$ cat config.mk
export PLATFORM = sky130hd
export DESIGN_NAME = mem_port_arbiter
export DESIGN_NICKNAME = d
export VERILOG_FILES = /design/src/rtl/mem_port_arbiter.sv
export SDC_FILE = /design/constraint.sdc
export NUM_CORES = 1
export LEC_CHECK = 0
export ABC_AREA = 1
export CORE_AREA = 4 4 195 197
export CTS_CLUSTER_SIZE = 14
export DETAILED_ROUTE_END_ITERATION = 6
export DIE_AREA = 0 0 199 201
export PLACE_DENSITY = 0.56
export SLEW_MARGIN = 10
export SYNTH_ARGS = -nofsm -noshare
export SYNTH_HDL_FRONTEND = slang
export SYNTH_SLANG_ARGS = --single-unit
$ cat constraint.sdc
create_clock -name clk -period 4.6 [get_ports clk]
set_clock_uncertainty 0.2 [all_clocks]
set_input_delay 0.46 -clock clk [delete_from_list [all_inputs] [get_ports clk]]
set_output_delay 0.46 -clock clk [all_outputs]
set_load 0.05 [all_outputs]
$ cat src/rtl/mem_port_arbiter.sv
// Two-requester (fetch / data) arbiter in front of a single-outstanding memory port,
// with starvation-bounded data priority and a BUSY timeout that sets a sticky bus error.
module mem_port_arbiter #(
  parameter int unsigned MAX_WAIT = 4,
  parameter int unsigned TIMEOUT  = 16
) (
  input  logic        clk,
  input  logic        rst,
  input  logic        if_req,
  input  logic [63:0] if_addr,
  output logic        if_valid,
  output logic [31:0] if_rdata,
  output logic        if_stall,
  input  logic        dm_req,
  input  logic [63:0] dm_addr,
  input  logic [63:0] dm_din,
  input  logic [2:0]  dm_rd_ctrl,
  input  logic [2:0]  dm_wr_ctrl,
  output logic        dm_done,
  output logic [63:0] dm_rdata,
  output logic        dm_stall,
  output logic        mem_req,
  output logic [63:0] mem_addr,
  output logic [63:0] mem_wdata,
  output logic [2:0]  mem_rd_ctrl,
  output logic [2:0]  mem_wr_ctrl,
  input  logic [63:0] mem_rdata,
  input  logic        mem_ready,
  output logic        bus_err
);

  localparam int unsigned BW = $clog2(TIMEOUT) + 1;

  typedef enum logic [1:0] {IDLE, IF_BUSY, DM_BUSY} state_t;

  state_t        state, state_next;
  logic [2:0]    wait_cnt;
  logic [BW-1:0] busy_cnt;
  logic          grant_if, grant_dm, finish, abort;

  assign if_stall = if_req & ~if_valid;
  assign dm_stall = dm_req & ~dm_done;

  always_comb begin
    // NOTE: every signal gets a default before the case so no latch is inferred.
    state_next = state;
    grant_if   = 1'b0;
    grant_dm   = 1'b0;
    finish     = 1'b0;
    abort      = 1'b0;
    unique case (state)
      IDLE: begin
        // No grant while any done pulse is high: a held req cannot re-issue and
        // the data burst is not broken up by the fetch sliding into the gap.
        if (!if_valid && !dm_done) begin
          if (dm_req && !(if_req && wait_cnt == 3'(MAX_WAIT))) begin
            grant_dm   = 1'b1;
            state_next = DM_BUSY;
          end else if (if_req) begin
            grant_if   = 1'b1;
            state_next = IF_BUSY;
          end
        end
      end
      IF_BUSY, DM_BUSY: begin
        if (mem_ready) begin
          finish = 1'b1;
        end else if (busy_cnt == BW'(TIMEOUT - 1)) begin
          abort = 1'b1;
        end
        if (finish || abort) begin
          state_next = IDLE;
        end
      end
      default: state_next = IDLE;
    endcase
  end

  always_ff @(posedge clk) begin
    // NOTE: reset is synchronous, and all state updates use non-blocking assignment.
    if (rst) begin
      state       <= IDLE;
      mem_req     <= 1'b0;
      mem_addr    <= '0;
      mem_wdata   <= '0;
      mem_rd_ctrl <= '0;
      mem_wr_ctrl <= '0;
      if_valid    <= 1'b0;
      if_rdata    <= '0;
      dm_done     <= 1'b0;
      dm_rdata    <= '0;
      bus_err     <= 1'b0;
      wait_cnt    <= '0;
      busy_cnt    <= '0;
    end else begin
      state    <= state_next;
      if_valid <= 1'b0;
      dm_done  <= 1'b0;

      if (grant_if) begin
        mem_req     <= 1'b1;
        mem_addr    <= if_addr;
        mem_wdata   <= '0;
        mem_rd_ctrl <= 3'b011;
        mem_wr_ctrl <= 3'b000;
        busy_cnt    <= '0;
        wait_cnt    <= '0;
      end

      if (grant_dm) begin
        mem_req     <= 1'b1;
        mem_addr    <= dm_addr;
        mem_wdata   <= dm_din;
        mem_rd_ctrl <= dm_rd_ctrl;
        mem_wr_ctrl <= dm_wr_ctrl;
        busy_cnt    <= '0;
        if (if_req && wait_cnt < 3'(MAX_WAIT)) begin
          wait_cnt <= wait_cnt + 3'd1;
        end
      end

      if (finish || abort) begin
        mem_req <= 1'b0;
        if (state == IF_BUSY) begin
          if_valid <= 1'b1;
          if_rdata <= finish ? mem_rdata[31:0] : 32'd0;
        end else begin
          dm_done  <= 1'b1;
          dm_rdata <= finish ? mem_rdata : 64'd0;
        end
        if (abort) begin
          bus_err <= 1'b1;
        end
      end else if (state != IDLE) begin
        busy_cnt <= busy_cnt + 1'b1;
      end
    end
  end

endmodule

## After elaboration in Yosys (flattened, before gate mapping)

Cells that the tools add are included.

| operators by class | value |
|---|---|
| $add $sub $neg | 2 |
| multipliers | 0 |
| div/mod/pow operators | 0 |
| $lt $le $gt $ge | 1 |
| eq/ne operators | 7 |
| shift-type cells | 0 |
| muxes and demuxes | 40 |
| bitwise logic cells | 6 |
| reductions and logical operators | 19 |

Operator list:

| cell | count |
|---|---|
| 2-to-1 mux 64 bit | 5 |
| 2-to-1 mux 32 bit | 1 |
| 2-to-1 mux 3 bit | 7 |
| 2-to-1 mux 5 bit | 4 |
| 2-to-1 mux 1 bit | 18 |
| 2-to-1 mux 2 bit | 4 |
| AND reduction 2 bit | 3 |
| OR reduction 2 bit | 3 |
| adder 5 x 1 -> 5 bit, second input constant | 1 |
| == test 5 x 4 -> 1 bit, second input constant | 1 |
| logical AND 1 bit | 4 |
| != test 2 bit, second input constant | 2 |
| NOT 1 bit | 4 |
| one-hot mux 2 bit (2 select lines) | 1 |
| nonzero test 2 bit | 2 |
| adder 3 x 1 -> 3 bit, second input constant | 1 |
| == test 3 bit, second input constant | 1 |
| logical NOT 1 bit | 3 |
| less-than comparator 3 bit, second input constant | 1 |
| != test 3 bit, second input constant | 1 |
| AND reduction 3 bit | 1 |
| bitwise AND 1 bit | 2 |
| == test 2 x 1 -> 1 bit, second input constant | 1 |
| == test 2 bit, second input constant | 1 |
| other kinds (2) | 3 |

| word-level totals | value |
|---|---|
| flip-flop bits (word level) | 244 |
| latch bits | 0 |
| RAM bits | 0 |
| ROM bits | 0 |
| bits of input ports | 267 |
| word-level logic and storage cells | 88 |
| memories | 0 |

## Depth between registers and ports, before layout

Gate-level depths: netlist of run 1.

| logic depth | value |
|---|---|
| depth after elaboration | 11 |
| gate-level depth with buffers | 11 |

## Worst setup path before layout of run 1

Ideal clock, no wire load.

| timing path | value |
|---|---|
| kind | register to register |
| from | register busy_cnt[0] |
| to | register dm_rdata[40] |
| library setup time | 70 ps |
| data arrival time | 1665 ps |
| data required time | 4330 ps |
| setup slack | 2665 ps |
| stages on the path, launching flop included | 12 |
| buffers on the path | 2 |
| path through | dfxtp_1 > ha_1 > nand2_1 > nor2_1 > ha_1 > o21ai_0 > inv_1 > nand2_1 > buf_4 > buf_2 > nand2_1 > a21oi_1 |

| on the way | value |
|---|---|
| word-level cells in the longest chain between the ends | 7 |

RTL lines:

| element | RTL line | RTL |
|---|---|---|
| start, declared | 38 | `logic [BW-1:0] busy_cnt;` |
| start signal, assigned | 135 | `busy_cnt <= busy_cnt + 1'b1;` |
| == test 5 x 4 -> 1 bit | 68 | `end else if (busy_cnt == BW'(TIMEOUT - 1)) begin` |
| 2-to-1 mux 1 bit | 68 |  |
| 2-to-1 mux 1 bit | 66 | `if (mem_ready) begin` |
| 2-to-1 mux 1 bit (2 in series) | 51 | `unique case (state)` |
| logical OR 1 bit | 122 | `if (finish \|\| abort) begin` |
| AND reduction 2 bit (no line) | n/a |  |
| end signal, assigned | 129 | `dm_rdata <= finish ? mem_rdata : 64'd0;` |
| end, declared | 20 | `output logic [63:0] dm_rdata,` |

No other way between the ends. The select of a mux whose other input is x is not followed.
A chain may end at the register's enable or synchronous reset.

## Worst setup path after layout of run 1

| timing path | value |
|---|---|
| from | register busy_cnt[0] |
| to | register dm_rdata[43] |

Same word-level chain as after synthesis.

==> qor.yml, run 1 <==
sta:
  finalSetupViolCount: 0
  min_period_ns: 2.94
  tightest_slew_ns: 1.01
  hold_viol: 0
  min_period_over_period: 0.639
  slew_headroom: 0.329
  max_freq_ghz: 0.340
  rsz0062_at_grt: "no"
  finalMaxSlewViolations: 0
  finalSetupTns_ns: 0
clock_tree:
  clk_pin_slew_ns: 0.06
  tritoncts: "built"
  cts_max_level: 1
  clkSinkCount: 244
  post_cts_buffers: 0
  cts-buffers-inserted: 28
  clk_latency_ns: 0.54
  holdBufCountCts: 0
  clk_path_buf_depth: 3
  clock-root-buffer: "clkbuf_16"
  ctsResizeCount: 0
critical_path:
  cp.arrival_ns: 3.20
  cp_cell_sequence: "ha_1 > nand2_1 > nor2_1 > ha_1 > o21ai_0 > inv_1 > nand2_2 > buf_4 > nand2_1 > a21oi_1"
  endpoint_kind: "flip-flop"
  slowest_delay_ns: 0.66
  slowest_stage: "nand2_2"
  crit_type: "flip-flop to flip-flop"
  worst-path-buf-inv: 2
  startpoint_type: "flip-flop"
  crit_family: "simple AND/OR/NAND/NOR gates"
  ff2ff_setup_slack_ns: 1.66
  worstPathRequired_ns: 4.86
  crit_path_max_fanout: 42
finish:
  layout_commonest_cell: "nand2_1"
  drive_above_1_share: 0.0386
  fillers: 3689
  area_growth_pct: 63.6
  final_nets: 2170
  fin_util: 0.448
  final_cell_mix: "536 x nand2_1, 501 x clkdlybuf4s50_1, 244 x dfxtp_1"
synthesis:
  yosysWarnings: 0
  synth_cell_types: 20
  syn_inst: 1437
  syn_avg_cell_area_sq_um: 6.91
  synthesis.nets: 1710
  ys_seq_area_frac: 0.492
  ys_seq_elements: 244
  synth.cell_area_sq_mm: 0.00993
grt:
  antenna_found_initial: 1
  first_global_vias: 10200
  grt_pass1_wl_mm: 57.9
  grt.overflow.total: 0
  grt_max_degree: 96
  grt_usage: 0.179
routing:
  drtAntennaViolNets: 0
  drcViolationCount: 0
  wire_per_inst_microns: 16.0
  viasPerCell: 4.39
  drt-initial-drc-count: 417
  firstDrtPassIters: 5
  dr_total_vias: 10500
  drt_wl_total_mm: 38.2
die:
  core_sq_mm: 0.0363
  rows: 70
  ios: 503
  start_util: 0.274
  fp.dieW_microns: 199
  die_height_microns: 201
  die_area_sq_mm: 0.0400
placement:
  port_buffers: 502
  finalWeightedCongestion: 0.856
  post-dp-hpwl_mm: 27.6
status:
  status: "completed"
power_and_ir_drop:
  power.total_mw: 9.10
  ir_worst_vdd_mv: 0.269
  powerDensity_mw_per_mm2: 560
  p_leak_nw: 6.62
flow_run:
  maxCapViolations: 0
worst_hold_path:
  hold_path_class: "flip-flop to flip-flop"
[cell type report]
class	instances	area, sq um	area share
Clock buffer	41	821	0.0505
Timing Repair Buffer	522	5190	0.319
Sequential cell	244	4880	0.300
Antenna cell	1	2.50	0.000154
Multi-Input combinational cell	920	3960	0.244
Clock inverter	11	134	0.00824
Tap cell	468	586	0.0360
Inverter	181	679	0.0418
[cells in the mapped netlist (all sizes together)]
master  number  share of area
nand2      537           0.20
dfxtp      244           0.49
a21oi      242           0.12
inv        181          0.068
nand3       69          0.035
nor2        49          0.020
clkbuf      47          0.018
buf         45          0.025
o21ai       10         0.0050
ha           6         0.0076
nor3         2         0.0010
o211ai       2         0.0020
nand3b       1        0.00076
nand4        1        0.00063
or2          1        0.00063
[worst min-delay path: cells and delay by family (launching register included)]
| kind | cells | cell delay (ns) |
|---|---|---|
| DFF | 1 | 0.31 |
| AOI/OAI and AO/OA | 1 | 0.05 |
| buffers and inverters | 1 | 0.05 |
[per-stage QoR]
| stage | std cells | hold WS, ns | worst slack [ns] | cell area [sq um] |
|---|---|---|---|---|
| after detailed placement | 2335 | 0.241 | 1.35 | 15300 |
| final | 2388 | 0.247 | 1.66 | 16300 |
| after CTS | 2387 | 0.226 | 1.62 | 16300 |
| after global placement | 2335 | 0.234 | 1.43 | 15300 |
| after floorplan | 1437 | 0.239 | 2.66 | 9930 |
| after global routing | 2388 | 0.260 | 1.36 | 16300 |
[registers in the layout, summed over array words and instances, names as in the netlist]
signal / count
bus_err: 1
busy_cnt: 5
dm_done: 1
dm_rdata: 64
if_rdata: 32
if_valid: 1
mem_addr: 64
mem_rd_ctrl: 3
mem_req: 1
mem_wdata: 64
mem_wr_ctrl: 3
state: 2
wait_cnt: 3
[worst paths after layout]
kind                       start              to  depth (start not counted)
hold / removal    mem_rd_ctrl[1]  mem_rd_ctrl[1]                          2
setup reg to reg     busy_cnt[0]    dm_rdata[43]                         10
setup / recovery     busy_cnt[0]    dm_rdata[43]                         10
hold reg to reg   mem_rd_ctrl[1]  mem_rd_ctrl[1]                          2
[where the power goes]
part | switching [mW] | internal (mW)
Sequential | 0.214 | 2.51
Clock | 0.899 | 1.40
Combinational | 2.79 | 1.29
[routing by layer]
layer | vias to the layer above | GRT usage | share of wire
met5 | - | 0 | 0
met2 | 372 | 0.308 | 0.48
met4 | 0 | 0.0611 | 0.033
li1 | 5343 | - | -
met1 | 4714 | 0.213 | 0.40
met3 | 66 | 0.0504 | 0.085
[cell families (layout without fill, tap and decap cells)]
logic type | after synthesis | in the layout | synth area share
buffers and inverters | 273 | 755 | 0.111
adder cells (fa/ha/maj) | 6 | 6 | 0.00756
other | 0 | 1 | 0
AO/OA/AOI/OAI | 254 | 254 | 0.129
AND/OR/NAND/NOR | 660 | 660 | 0.261
flip-flops | 244 | 244 | 0.492
(Power assumes the default switching activity.)
==> run 2, diff against run 1 <==
--- a/config.mk
+++ b/config.mk
@@ -10,7 +10,7 @@
 export CTS_CLUSTER_SIZE = 14
 export DETAILED_ROUTE_END_ITERATION = 6
 export DIE_AREA = 0 0 199 201
-export PLACE_DENSITY = 0.56
+export PLACE_DENSITY = 0.58
 export SLEW_MARGIN = 10
 export SYNTH_ARGS = -nofsm -noshare
 export SYNTH_HDL_FRONTEND = slang
==> constraint.sdc (replaced) <==
create_clock -name clk -period 2.7 [get_ports clk]
set_clock_uncertainty 0.2 [all_clocks]
set_input_delay 0.27 -clock clk [delete_from_list [all_inputs] [get_ports clk]]
set_output_delay 0.27 -clock clk [all_outputs]
set_load 0.05 [all_outputs]
==> run 2 against run 1 <==
Effect of this change:
- sequential share of layout area down 0.095 points
- final area up 0.32%
- via count up 0.31%
- setup slack worse by 1.3 ns
- total power up 69%
- clock power up 64%
- critical path type is now flip-flop to output pin
- flip-flop and latch count unchanged
- die area unchanged
- core utilization up 0.14 points
- largest power group unchanged
- cell count down 0.25%
==> qor.yml, run 2 (synthesis results as in run 1) <==
status:
  status: "completed"
critical_path:
  cp_cell_sequence: "clkdlybuf4s50_1"
  slowest_stage: "clkdlybuf4s50_1"
  endpoint_kind: "output pin"
  slowest_delay_ns: 0.91  # +0.25 ns
  crit_type: "flip-flop to output pin"
  worst-path-buf-inv: 1  # -1
  startpoint_type: "flip-flop"
  cp.arrival_ns: 1.86  # -1.34 ns
  crit_family: "buffers and inverters"
  crit_path_max_fanout: 3  # -93%
  worstPathRequired_ns: 2.23  # -2.63 ns
grt:
  grt_usage: 0.175  # -0.00408
  grt_pass1_wl_mm: 56.8  # -1.8%
  antenna_found_initial: 2  # +1
  grt_max_degree: 138  # +44%
  first_global_vias: 10000  # -1.6%
  grt.overflow.total: 0  # unchanged
sta:
  rsz0062_at_grt: "no"
  finalSetupViolCount: 0  # unchanged
  min_period_ns: 2.33
  min_period_over_period: 0.863
  whs_ns: 0.0877  # -0.159 ns
  finalMaxSlewViolations: 0  # unchanged
  tightest_slew_ns: 0.793  # -0.213 ns
  max_freq_ghz: 0.429
  finalWorstSetupSlack_ns: 0.371  # -1.29 ns
  hold_viol: 0  # unchanged
  finalSetupTns_ns: 0  # unchanged
  slew_headroom: 0.471  # +0.142
routing:
  drt-initial-drc-count: 518  # +24%
  viasPerCell: 4.42  # +0.57%
  drt_wl_total_mm: 37.5  # -1.8%
  drcViolationCount: 0  # unchanged
  top_layer: "met4"
  dr_wl_met3_mm: 3.16  # -2.3%
  met2_length_mm: 18.4  # -0.17%
  m1WireLength_mm: 15.1  # -1.0%
  drtAntennaViolNets: 0  # unchanged
  firstDrtPassIters: 5  # unchanged
  wire_per_inst_microns: 15.8  # -1.6%
  dr_total_vias: 10500  # +0.31%
clock_tree:
  clkSinkCount: 244  # unchanged
  clk_latency_ns: 0.53  # about the same
  cts-buffers-inserted: 29  # +3.6%
  clk_pin_slew_ns: 0.06  # about the same
  tritoncts: "built"
  clk_path_buf_depth: 3  # unchanged
  cts_max_level: 1  # unchanged
  post_cts_buffers: 0  # unchanged
  clock-root-buffer: "clkbuf_16"
power_and_ir_drop:
  switching_share: 0.428  # -0.000800
  clkPwrFrac: 0.245  # -0.008
  ir_worst_vdd_mv: 0.541  # +100%
  comb_power_share: 0.454  # +0.007
  p_leak_nw: 6.63  # +0.23%
  pwr-share-seq: 0.301  # about the same
  powerDensity_mw_per_mm2: 945  # +69%
  p_int_mw: 8.82  # +70%
  p_switching_mw: 6.59  # +69%
finish:
  final_nets: 2173  # +0.14%
  drive_above_1_share: 0.0387  # +0.000141
  fin_util: 0.450  # +0.00141
  finalNonFillerCells: 2382  # -0.25%
  final_cell_mix: "536 x nand2_1, 499 x clkdlybuf4s50_1, 244 x dfxtp_1"
  area_growth_pct: 64.1
  layout_commonest_cell: "nand2_1"
  biggestRegsByFlops: "dm_rdata: 64 flops, mem_addr: 64 flops, mem_wdata: 64 flops"
placement:
  place_inst: 2336  # +0.043%
  finalWeightedCongestion: 0.831  # -3.0%
  port_buffers: 502  # unchanged
  post-place-ws_ns: 0.340  # -1.01 ns
  post-dp-hpwl_mm: 26.9  # -2.7%
worst_hold_path:
  hold_path_class: "primary input to flip-flop"
die:
  ios: 503  # unchanged
  die_height_microns: 201  # unchanged
  core_sq_mm: 0.0363  # unchanged
  die_area_sq_mm: 0.0400  # unchanged
  rows: 70  # unchanged
  fp.dieW_microns: 199  # unchanged
  start_util: 0.274  # unchanged
flow_run:
  maxCapViolations: 0  # unchanged
[run 2: cell count changes in the layout (fill, tap and decap cells not counted)]
cell             change
clkinv_4             -1
clkdlybuf4s50_1      -2
buf_4                -4
clkinvlp_4           +1
bufinv_16            -1
clkinv_2             -4
clkbuf_1             -6
buf_12               +7
inv_6                +1
clkbuf_8             +1
dlygate4sd3_1        +1
diode_2              +1
[run 2: layout make-up]
class | instances | area, sq um
Fill cell | 3716 | 20000
Sequential cell | 244 | 4880
Antenna cell | 2 | 5.00
Multi-Input combinational cell | 920 | 3960
Timing Repair Buffer | 524 | 5290
Clock inverter | 7 | 91.3
Clock buffer | 36 | 812
Tap cell | 468 | 586
Inverter | 181 | 679
[run 2: worst paths after layout]
kind / to / start / slack [ns] / depth (start not counted)
worst min-delay path: mem_wdata[34] / dm_din[34] / 0.09 / 3
worst min register to register: mem_rd_ctrl[0] / mem_rd_ctrl[0] / 0.25 / 2
worst max register to register: if_rdata[10] / busy_cnt[0] / 0.53 / 10
worst max-delay path: dm_done / dm_done / 0.37 / 1
[run 2: power groups by stage]
stage          Clock, mW  Sequential [mW]  Combinational [mW]
5_1_grt             4.05             4.73                7.49
4_1_cts             3.92             4.65                7.08
3_3_place_gp           0             4.69                7.04
3_5_place_dp           0             4.71                7.06
2_1_floorplan          0             6.93                2.27
6_report            3.78             4.64                6.99
[run 2: repair_timing]
item / 4_1_cts / 5_1_grt
endpoints found under the hold margin: 32 / 0
hold buffers: 1 / 0
gates resized for setup: 0 / 0
[run 2: stage by stage]
stage / instance area [sq um] / power, mW
CTS: 16300 / 15.6
global placement: 15400 / 11.7
detailed placement: 15400 / 11.8
finish: 16300 / 15.4
floorplan: 9930 / 9.20
global route: 16300 / 16.3
[run 2: per-layer routing]
| metal | global-route usage | vias up |
|---|---|---|
| li1 | - | 5332 |
| met1 | 0.213 | 4778 |
| met2 | 0.304 | 370 |
| met3 | 0.0475 | 48 |
| met4 | 0.0457 | 0 |
| met5 | 0 | - |
